$ cat config.mk
export PLATFORM = sky130hd
export DESIGN_NAME = load_store_unit
export DESIGN_NICKNAME = d
export VERILOG_FILES = /design/src/rtl/load_store_unit.sv
export SDC_FILE = /design/constraint.sdc
export NUM_CORES = 1
export LEC_CHECK = 0
export ABC_AREA = 1
export BUFFER_PORTS_ARGS = -buffer_cell sky130_fd_sc_hd__clkbuf_2
export CORE_MARGIN = 8
export CORE_UTILIZATION = 40
export CTS_CLUSTER_DIAMETER = 200
export DETAILED_ROUTE_END_ITERATION = 16
export GPL_TIMING_DRIVEN = 0
export PLACE_DENSITY = 0.69
export SYNTH_ARGS = -nofsm -noshare
export SYNTH_HDL_FRONTEND = slang
export SYNTH_SLANG_ARGS = --single-unit
$ cat constraint.sdc
create_clock -name clk -period 1.3 [get_ports clk]
set_input_delay 0.065 -clock clk [delete_from_list [all_inputs] [get_ports clk]]
set_output_delay 0.065 -clock clk [all_outputs]
set_load 0.005 [all_outputs]
$ cat src/rtl/load_store_unit.sv
// Multi-cycle load/store engine: takes one memory op from execute, runs the
// word-addressed data-memory handshake and returns extended load data to the register file.
module load_store_unit #(
    parameter int TIMEOUT_CYCLES = 255
) (
    input  logic        clk,
    input  logic        reset,
    input  logic        op_valid,
    output logic        op_ready,
    input  logic        op_is_store,
    input  logic [2:0]  op_funct3,
    input  logic [31:0] op_addr,
    input  logic [31:0] op_wdata,
    input  logic [4:0]  op_rd,
    output logic        busy,
    output logic        mem_req,
    output logic        mem_we,
    output logic [31:0] mem_addr,
    output logic [31:0] mem_wdata,
    output logic [3:0]  mem_wstrb,
    input  logic        mem_ready,
    input  logic        mem_rvalid,
    input  logic [31:0] mem_rdata,
    output logic        wb_en,
    output logic [4:0]  wb_rd,
    output logic [31:0] wb_data,
    output logic        err_valid,
    output logic [1:0]  err_code
);

    typedef enum logic [2:0] {
        IDLE,
        REQ,
        WAIT_R,
        WB,
        ERR
    } state_t;

    // The op owns the memory for TIMEOUT_CYCLES cycles in REQ+WAIT_R, counted from 0.
    localparam logic [7:0] LAST_CYCLE = 8'(TIMEOUT_CYCLES - 1);

    state_t      state_q, state_d;
    logic        is_store_q, is_store_d;
    logic [2:0]  funct3_q, funct3_d;
    logic [31:0] addr_q, addr_d;
    logic [31:0] wdata_q, wdata_d;
    logic [4:0]  rd_q, rd_d;
    logic [31:0] data_q, data_d;
    logic [1:0]  err_code_q, err_code_d;
    logic [7:0]  cnt_q, cnt_d;

    logic        illegal;
    logic        misaligned;
    logic [7:0]  ld_byte;
    logic [15:0] ld_half;
    logic [31:0] load_ext;
    logic [3:0]  st_strb;
    logic [31:0] st_data;

    always_comb begin
        illegal    = op_is_store ? (op_funct3 > 3'b010)
                                 : (op_funct3 == 3'b011 || op_funct3[2:1] == 2'b11);
        misaligned = (op_funct3[1:0] == 2'b01 && op_addr[0])
                  || (op_funct3[1:0] == 2'b10 && op_addr[1:0] != 2'b00);
    end

    always_comb begin
        case (addr_q[1:0])
            2'd0:    ld_byte = mem_rdata[7:0];
            2'd1:    ld_byte = mem_rdata[15:8];
            2'd2:    ld_byte = mem_rdata[23:16];
            default: ld_byte = mem_rdata[31:24];
        endcase
        ld_half = addr_q[1] ? mem_rdata[31:16] : mem_rdata[15:0];
        case (funct3_q)
            3'b000:  load_ext = {{24{ld_byte[7]}}, ld_byte};
            3'b100:  load_ext = {24'b0, ld_byte};
            3'b001:  load_ext = {{16{ld_half[15]}}, ld_half};
            3'b101:  load_ext = {16'b0, ld_half};
            default: load_ext = mem_rdata;
        endcase
    end

    // Store data is replicated across lanes so memory only needs the strobes.
    always_comb begin
        case (funct3_q[1:0])
            2'b00: begin
                st_strb = 4'b0001 << addr_q[1:0];
                st_data = {4{wdata_q[7:0]}};
            end
            2'b01: begin
                st_strb = 4'b0011 << addr_q[1:0];
                st_data = {2{wdata_q[15:0]}};
            end
            default: begin
                st_strb = 4'b1111;
                st_data = wdata_q;
            end
        endcase
    end

    always_comb begin
        state_d    = state_q;
        is_store_d = is_store_q;
        funct3_d   = funct3_q;
        addr_d     = addr_q;
        wdata_d    = wdata_q;
        rd_d       = rd_q;
        data_d     = data_q;
        err_code_d = err_code_q;
        cnt_d      = cnt_q;
        case (state_q)
            IDLE: begin
                if (op_valid) begin
                    is_store_d = op_is_store;
                    funct3_d   = op_funct3;
                    addr_d     = op_addr;
                    wdata_d    = op_wdata;
                    rd_d       = op_rd;
                    cnt_d      = 8'd0;
                    if (illegal) begin
                        err_code_d = 2'b10;
                        state_d    = ERR;
                    end else if (misaligned) begin
                        err_code_d = 2'b01;
                        state_d    = ERR;
                    end else begin
                        state_d = REQ;
                    end
                end
            end
            REQ: begin
                cnt_d = cnt_q + 8'd1;
                if (mem_ready) begin
                    state_d = is_store_q ? IDLE : WAIT_R;
                end else if (cnt_q == LAST_CYCLE) begin
                    err_code_d = 2'b11;
                    state_d    = ERR;
                end
            end
            WAIT_R: begin
                cnt_d = cnt_q + 8'd1;
                if (mem_rvalid) begin
                    data_d  = load_ext;
                    state_d = WB;
                end else if (cnt_q == LAST_CYCLE) begin
                    err_code_d = 2'b11;
                    state_d    = ERR;
                end
            end
            WB:      state_d = IDLE;
            ERR:     state_d = IDLE;
            default: state_d = IDLE;
        endcase
    end

    always_ff @(posedge clk) begin
        if (reset) begin
            state_q    <= IDLE;
            is_store_q <= 1'b0;
            funct3_q   <= 3'b000;
            addr_q     <= 32'd0;
            wdata_q    <= 32'd0;
            rd_q       <= 5'd0;
            data_q     <= 32'd0;
            err_code_q <= 2'b00;
            cnt_q      <= 8'd0;
        end else begin
            state_q    <= state_d;
            is_store_q <= is_store_d;
            funct3_q   <= funct3_d;
            addr_q     <= addr_d;
            wdata_q    <= wdata_d;
            rd_q       <= rd_d;
            data_q     <= data_d;
            err_code_q <= err_code_d;
            cnt_q      <= cnt_d;
        end
    end

    // Outputs are gated by state so idle values stay zero after an op completes.
    assign op_ready  = (state_q == IDLE);
    assign busy      = (state_q != IDLE);
    assign mem_req   = (state_q == REQ);
    assign mem_we    = mem_req && is_store_q;
    assign mem_addr  = mem_req ? {addr_q[31:2], 2'b00} : 32'd0;
    assign mem_wdata = mem_we ? st_data : 32'd0;
    assign mem_wstrb = mem_we ? st_strb : 4'b0000;
    assign wb_en     = (state_q == WB) && (rd_q != 5'd0);
    assign wb_rd     = (state_q == WB) ? rd_q : 5'd0;
    assign wb_data   = (state_q == WB) ? data_q : 32'd0;
    assign err_valid = (state_q == ERR);
    assign err_code  = err_valid ? err_code_q : 2'b00;

endmodule

# Word level (Yosys, flattened, before mapping)

Cells that the tools add are included.

Register bits after elaboration: 118
Output and inout port bits: 113

$add $sub $neg: 1
Magnitude comparators: 1
Eq/ne operators: 19
Shifts and indexed selects: 2
Muxes and demuxes: 29
Reductions and logical operators: 20

Operators with widths:

| kind                  | count |
|---|---|
| $pmux W32 S4          | 1 |
| $mux W32              | 3 |
| $pmux W32 S2          | 1 |
| $pmux W8 S3           | 1 |
| $mux W3               | 6 |
| $mux W16              | 1 |
| $mux W2               | 8 |
| $pmux W8 S2           | 1 |
| $eq A3 B2 Y1 const B  | 3 |
| $eq A3 B3 Y1 const B  | 3 |
| $pmux W3 S3           | 1 |
| $add A8 B1 Y8 const B | 1 |
| $eq A8 B8 Y1 const B  | 1 |
| $mux W8               | 1 |
| $pmux W4 S2           | 1 |
| $eq A2 B1 Y1 const B  | 3 |
| $eq A2 B2 Y1 const B  | 3 |
| $eq A3 B1 Y1 const B  | 2 |
| $logic_not A3 Y1      | 2 |
| $ne A2 B2 Y1 const B  | 3 |
| $pmux W2 S3           | 1 |
| $reduce_and A2 Y1     | 3 |
| $reduce_bool A3 Y1    | 2 |
| $mux W5               | 1 |
| other kinds (13)      | 19 |

# Depth between registers and ports, before layout

Word-level depth: 7
Depth in mapped cells: 10

# Worst setup path after synthesis

Ideal clock, no wire load.

Path kind: register to register
Start: register state_q[0]
End: register addr_q[10]
Data arrival time: 1.205 ns
Required time: 1.182 ns
Setup slack: -0.022 ns
Cell stages (with the launch flop): 10
Path buffers: 3
Period minus slack after synthesis: 1.322 ns
Path through: dfxtp_1 -> buf_6 -> nor2_4 -> nand2_2 -> inv_2 -> nand2_2 -> buf_6 -> buf_4 -> o21ai_1 -> a21oi_2

Longest elaborated chain between the ends: 2

RTL lines:

| item                               | RTL line | RTL |
|---|---|---|
| start, declared                    | 42       | `state_t state_q, state_d;` |
| start signal, assigned             | 169      | `state_q <= state_d;` |
| $logic_not A3 Y1                   | 112      | `case (state_q)` |
| $reduce_and A2 Y1 (no source line) | --       |  |
| end signal, assigned               | 172      | `addr_q <= addr_d;` |
| end, declared                      | 45       | `logic [31:0] addr_q, addr_d;` |

No other way between the ends.
A chain may end at the register's enable or synchronous reset.

# Worst setup path in the final report

Start: register state_q[2]
End: output mem_wdata[10]

Longest elaborated chain between the ends: 3

RTL lines:

| item                | RTL line | RTL |
|---|---|---|
| $eq A3 B1 Y1        | 184      | `assign mem_req = (state_q == REQ);` |
| $logic_and A1 B1 Y1 | 185      | `assign mem_we = mem_req && is_store_q;` |
| $mux W32            | 187      | `assign mem_wdata = mem_we ? st_data : 32'd0;` |
| end, declared       | 19       | `output logic [31:0] mem_wdata,` |

No other way between the ends.

==> impl_metrics.env <==
export IMPL_failed_checks="setup timing"
export IMPL_tritoncts="built"
export IMPL_post_synth_top_area_fraction=0.388
export IMPL_r2r_end="wdata_q[30]"
export IMPL_final_hold_worst_slack_ns=0.00968
export IMPL_met2WireLength_mm=15.0
export IMPL_cts_max_path_buffers=2
export IMPL_core_rowCount=45
export IMPL_cell_taking_the_most_area_after_synthesis="sky130_fd_sc_hd__dfxtp_1"
export IMPL_floorplan_initialDensity=0.405
export IMPL_hold_path_origin="mem_rdata[13]"
export IMPL_tns_ns=-67.52
export IMPL_crit_reg2reg_launch="state_q[0]"
export IMPL_mappedNetlistArea_sq_um=6080
export IMPL_max_cap_viol_count=0
export IMPL_syn_to_final_growth_pct=92.7
export IMPL_detailroute_wirelength_met3_mm=3.50
export IMPL_drt_total_wl_mm=31.5
export IMPL_hold_violations=0
export IMPL_grtUsageTotal=0.276
export IMPL_slowest_delay_ns=0.35
export IMPL_status="finished, violations left"
export IMPL_max_freq_ghz=0.561
export IMPL_leakage_uw=0.00503
export IMPL_drtAntennaViolNets=0
export IMPL_timing_critical_path_fanout_max=4
export IMPL_cellPowerDensity_nw_per_um2=1290
export IMPL_irDropWorstVdd_uv=955
export IMPL_timing_worst_setup_path_type="reg -> out"
export IMPL_min_delay_path_depth=5
export IMPL_ff2ff_path_depth=10
export IMPL_synth_ff_latch_count=118
export IMPL_final_cell_count_no_fill=1492
export IMPL_grt_first_pass_wirelength_mm=42.6
export IMPL_crit_family="buffers and inverters"
export IMPL_syn_inst_count=892
export IMPL_dp_cells=1301
export IMPL_ys_top_cells_by_area="sky130_fd_sc_hd__dfxtp_1, sky130_fd_sc_hd__a21oi_1, sky130_fd_sc_hd__inv_1, sky130_fd_sc_hd__nor2_1, sky130_fd_sc_hd__nand2_1"
export IMPL_grt_pass1_vias=8170
export IMPL_synth_cell_type_count=37
export IMPL_regToRegSetupSlack_ns=-0.38
export IMPL_cts_clk_slew_worst_paths_ns=0.06
export IMPL_cp_cell_sequence="inv_4, nand3_4, nor2_4, buf_6, o221ai_2, a21oi_1, buf_2"
export IMPL_cts_htree_levels=4
export IMPL_core_region_area_sq_um=15000
export IMPL_timing_critical_path_slowest_stage_cell="sky130_fd_sc_hd__dfxtp_4"
export IMPL_finalNetCount=1404
export IMPL_max_slew_margin_rel=0.170
export IMPL_finalCritPeriodShare=1.37
export IMPL_layout_drive_gt1_share=0.512
export IMPL_min_delay_worst_endpoint="data_q[13]"
export IMPL_worstPathBufferInverterCount=3
export IMPL_post_synthesis_sequential_area_ratio=0.388
export IMPL_grt_setup_unrepaired="true"
export IMPL_route_detailed_vias_per_inst=5.60
export IMPL_worst_path_stages=7
export IMPL_buffer_ports_inserted=220
export IMPL_grt_antenna_before_repair=0
export IMPL_place_congestion=0.881
export IMPL_numCtsBuffers=17
export IMPL_top_level_ports=223
export IMPL_grt_overflow=0
export IMPL_die_h_um=139
export IMPL_worstSetupStartpointType="flip-flop"
export IMPL_drt_first_iter_violations=802
export IMPL_post_route_drc_count=0
export IMPL_vias=8348
export IMPL_place_detailed_hpwl_mm=17.1
export IMPL_dr_pass1_iters=8
export IMPL_floorplan_die_width_um=139
export IMPL_number_of_max_slew_violations_in_the_final_report=0
export IMPL_placed_area_sq_um=7460
export IMPL_worst_slew_pin_transition_ns=1.25
export IMPL_clk_root_buffer_cell="sky130_fd_sc_hd__clkbuf_16"
export IMPL_wl_met1_mm=11.1
export IMPL_clk_insertion_delay_late_ns=0.42
export IMPL_cp_end_kind="output pin"
export IMPL_top_signal_layer_used="met4"
export IMPL_grt_max_degree=17
export IMPL_finalSetupViolCount=229
export IMPL_worstHoldPathType="in -> reg"
export IMPL_numClockSinks=118
export IMPL_skew_ns=0.0105
export IMPL_yosys_warnings=0
export IMPL_die_area_sq_um=19400
export IMPL_fin_crit_ns=1.78
export IMPL_antenna_diode_count=0
export IMPL_worst_ep_required_time_ns=1.24
export IMPL_wire_per_inst_um=21.1
export IMPL_timing_critical_path_arrival_ns=1.72
export IMPL_final_critical_path_setup_slack_ns=-0.483
export IMPL_stdcell_area_sq_um=11700
export IMPL_syn_mean_instance_area_sq_um=6.82
## metal layers
metal | up-vias | GRT usage
met5 | - | 0
met4 | 0 | 0.142
met3 | 155 | 0.101
met2 | 622 | 0.469
met1 | 3893 | 0.295
li1 | 3678 | -
## cells in the mapped netlist
cell and n:
sky130_fd_sc_hd__nor2_4 2, sky130_fd_sc_hd__ha_1 2, sky130_fd_sc_hd__inv_4 1, sky130_fd_sc_hd__inv_1 143
sky130_fd_sc_hd__nor3_1 4, sky130_fd_sc_hd__nor2_2 2, sky130_fd_sc_hd__a21oi_1 112, sky130_fd_sc_hd__nand2_1 102
sky130_fd_sc_hd__a31oi_1 3, sky130_fd_sc_hd__buf_6 8, sky130_fd_sc_hd__nand3_1 21, sky130_fd_sc_hd__nand2_2 6
sky130_fd_sc_hd__o21ai_1 64, sky130_fd_sc_hd__inv_2 10, sky130_fd_sc_hd__nand3b_1 2, sky130_fd_sc_hd__buf_1 2
sky130_fd_sc_hd__o211ai_1 5, sky130_fd_sc_hd__buf_2 18, sky130_fd_sc_hd__clkinv_1 2, sky130_fd_sc_hd__conb_1 1
sky130_fd_sc_hd__nand3_4 1, sky130_fd_sc_hd__o221ai_1 8, sky130_fd_sc_hd__o22ai_1 3, sky130_fd_sc_hd__or2_1 1
sky130_fd_sc_hd__o21ai_0 49, sky130_fd_sc_hd__dfxtp_1 118, sky130_fd_sc_hd__buf_4 10, sky130_fd_sc_hd__a21oi_2 30
sky130_fd_sc_hd__a31o_2 1, sky130_fd_sc_hd__nand4_1 12, sky130_fd_sc_hd__nand3_2 3, sky130_fd_sc_hd__clkbuf_1 22
sky130_fd_sc_hd__o21ai_2 1, sky130_fd_sc_hd__o21bai_1 3, sky130_fd_sc_hd__o21a_1 1, sky130_fd_sc_hd__xor2_1 1
sky130_fd_sc_hd__nor2_1 118
## cell families (layout without fill, tap and decap cells)
logic type | after synthesis | in the layout | synth area share
other cells | 1 | 2 | 0.000617
simple gates | 274 | 274 | 0.192
buf+inv | 216 | 627 | 0.153
fa+ha+maj | 2 | 2 | 0.00411
xor+xnor | 1 | 1 | 0.00144
flops | 118 | 118 | 0.388
compound gates | 280 | 280 | 0.260
## state kept, by name (all words and copies together) (netlist names)
signal	flops
funct3_q	3
err_code_q	2
state_q	3
rd_q	5
cnt_q	8
data_q	32
wdata_q	32
addr_q	32
is_store_q	1
## through the flow
stage | power (uW) | worst slack (ns) | util
2_1_floorplan | 6190 | -0.0153 | -
3_3_place_gp | 7050 | -0.451 | 0.496
3_5_place_dp | 7080 | -0.449 | 0.496
4_1_cts | 13700 | -0.474 | 0.708
5_1_grt | 15600 | -0.542 | 0.780
6_report | 15100 | -0.483 | 0.780
## tightest hold or removal path, cell delays in order
cell	delay (ns)
sky130_fd_sc_hd__clkbuf_2	0.10
sky130_fd_sc_hd__nand2_1	0.05
sky130_fd_sc_hd__nand4_1	0.09
sky130_fd_sc_hd__nand2_1	0.05
sky130_fd_sc_hd__inv_1	0.04
## power breakdown
group / total [uW] / internal [uW] / leakage [uW] / switching, uW
logic: 5640 / 2460 / 0.00376 / 3190
clock network: 5090 / 3350 / 0.000303 / 1740
registers: 4370 / 4060 / 0.000972 / 301
total: 15100 / 9870 / 0.00503 / 5230
## worst max-delay path by stage
stage,from,end,slack (ns)
final,state_q[2],mem_wdata[10],-0.48
after floorplan,state_q[0],addr_q[1],-0.02
after CTS,state_q[0],mem_wdata[24],-0.47
after detailed placement,state_q[1],mem_wdata[21],-0.45
after global routing,state_q[2],mem_wdata[29],-0.54
after global placement,state_q[1],mem_wdata[7],-0.45
## area by class of cell
cell class,instances,area (sq um)
Multi-Input combinational cell,559,4190
Clock buffer,23,478
Fill cell,887,3310
Clock inverter,8,146
Sequential cell,118,2380
Timing Repair Buffer,382,3020
Buffer,58,634
Inverter,156,631
Tap cell,188,235
## placed cells by master, fill, tap and decap left out, types with 6 or more instances in the layout
| cell type | synthesis | routed |
|---|---|---|
| sky130_fd_sc_hd__nand2_1 | 102 | 76 |
| sky130_fd_sc_hd__nor2_4 | 2 | 25 |
| sky130_fd_sc_hd__a21oi_2 | 30 | 96 |
| sky130_fd_sc_hd__buf_4 | 10 | 30 |
| sky130_fd_sc_hd__a21oi_1 | 112 | 43 |
| sky130_fd_sc_hd__nand2_4 | 0 | 16 |
| sky130_fd_sc_hd__o21ai_0 | 49 | 9 |
| sky130_fd_sc_hd__buf_6 | 8 | 37 |
| sky130_fd_sc_hd__buf_8 | 0 | 12 |
| sky130_fd_sc_hd__clkbuf_1 | 22 | 15 |
| sky130_fd_sc_hd__o21ai_1 | 64 | 24 |
| sky130_fd_sc_hd__dfxtp_1 | 118 | 111 |
| sky130_fd_sc_hd__clkbuf_8 | 0 | 6 |
| sky130_fd_sc_hd__nand2_2 | 6 | 12 |
| sky130_fd_sc_hd__clkbuf_2 | 0 | 199 |
| sky130_fd_sc_hd__buf_2 | 18 | 19 |
| sky130_fd_sc_hd__buf_12 | 0 | 14 |
| sky130_fd_sc_hd__nand3_1 | 21 | 17 |
| sky130_fd_sc_hd__buf_16 | 0 | 10 |
| sky130_fd_sc_hd__nand4_1 | 12 | 12 |
| sky130_fd_sc_hd__clkbuf_16 | 0 | 22 |
| sky130_fd_sc_hd__o21ai_2 | 1 | 50 |
| sky130_fd_sc_hd__o21ai_4 | 0 | 31 |
| sky130_fd_sc_hd__nor2_1 | 118 | 71 |
| sky130_fd_sc_hd__nor2_2 | 2 | 26 |
| sky130_fd_sc_hd__dlygate4sd3_1 | 0 | 94 |
| sky130_fd_sc_hd__inv_4 | 1 | 9 |
| sky130_fd_sc_hd__inv_1 | 143 | 140 |
## timing repair
item | in CTS | in global routing
gates resized for setup | 305 | 251
gates cloned | 14 | 5
pin swaps | 37 | 58
endpoints found under the hold margin | 95 | 0
endpoints found under the setup margin | 225 | 229
hold buffers | 94 | 0
setup buffers | 38 | 16
No activity file was read; power rests on OpenSTA's default activity.
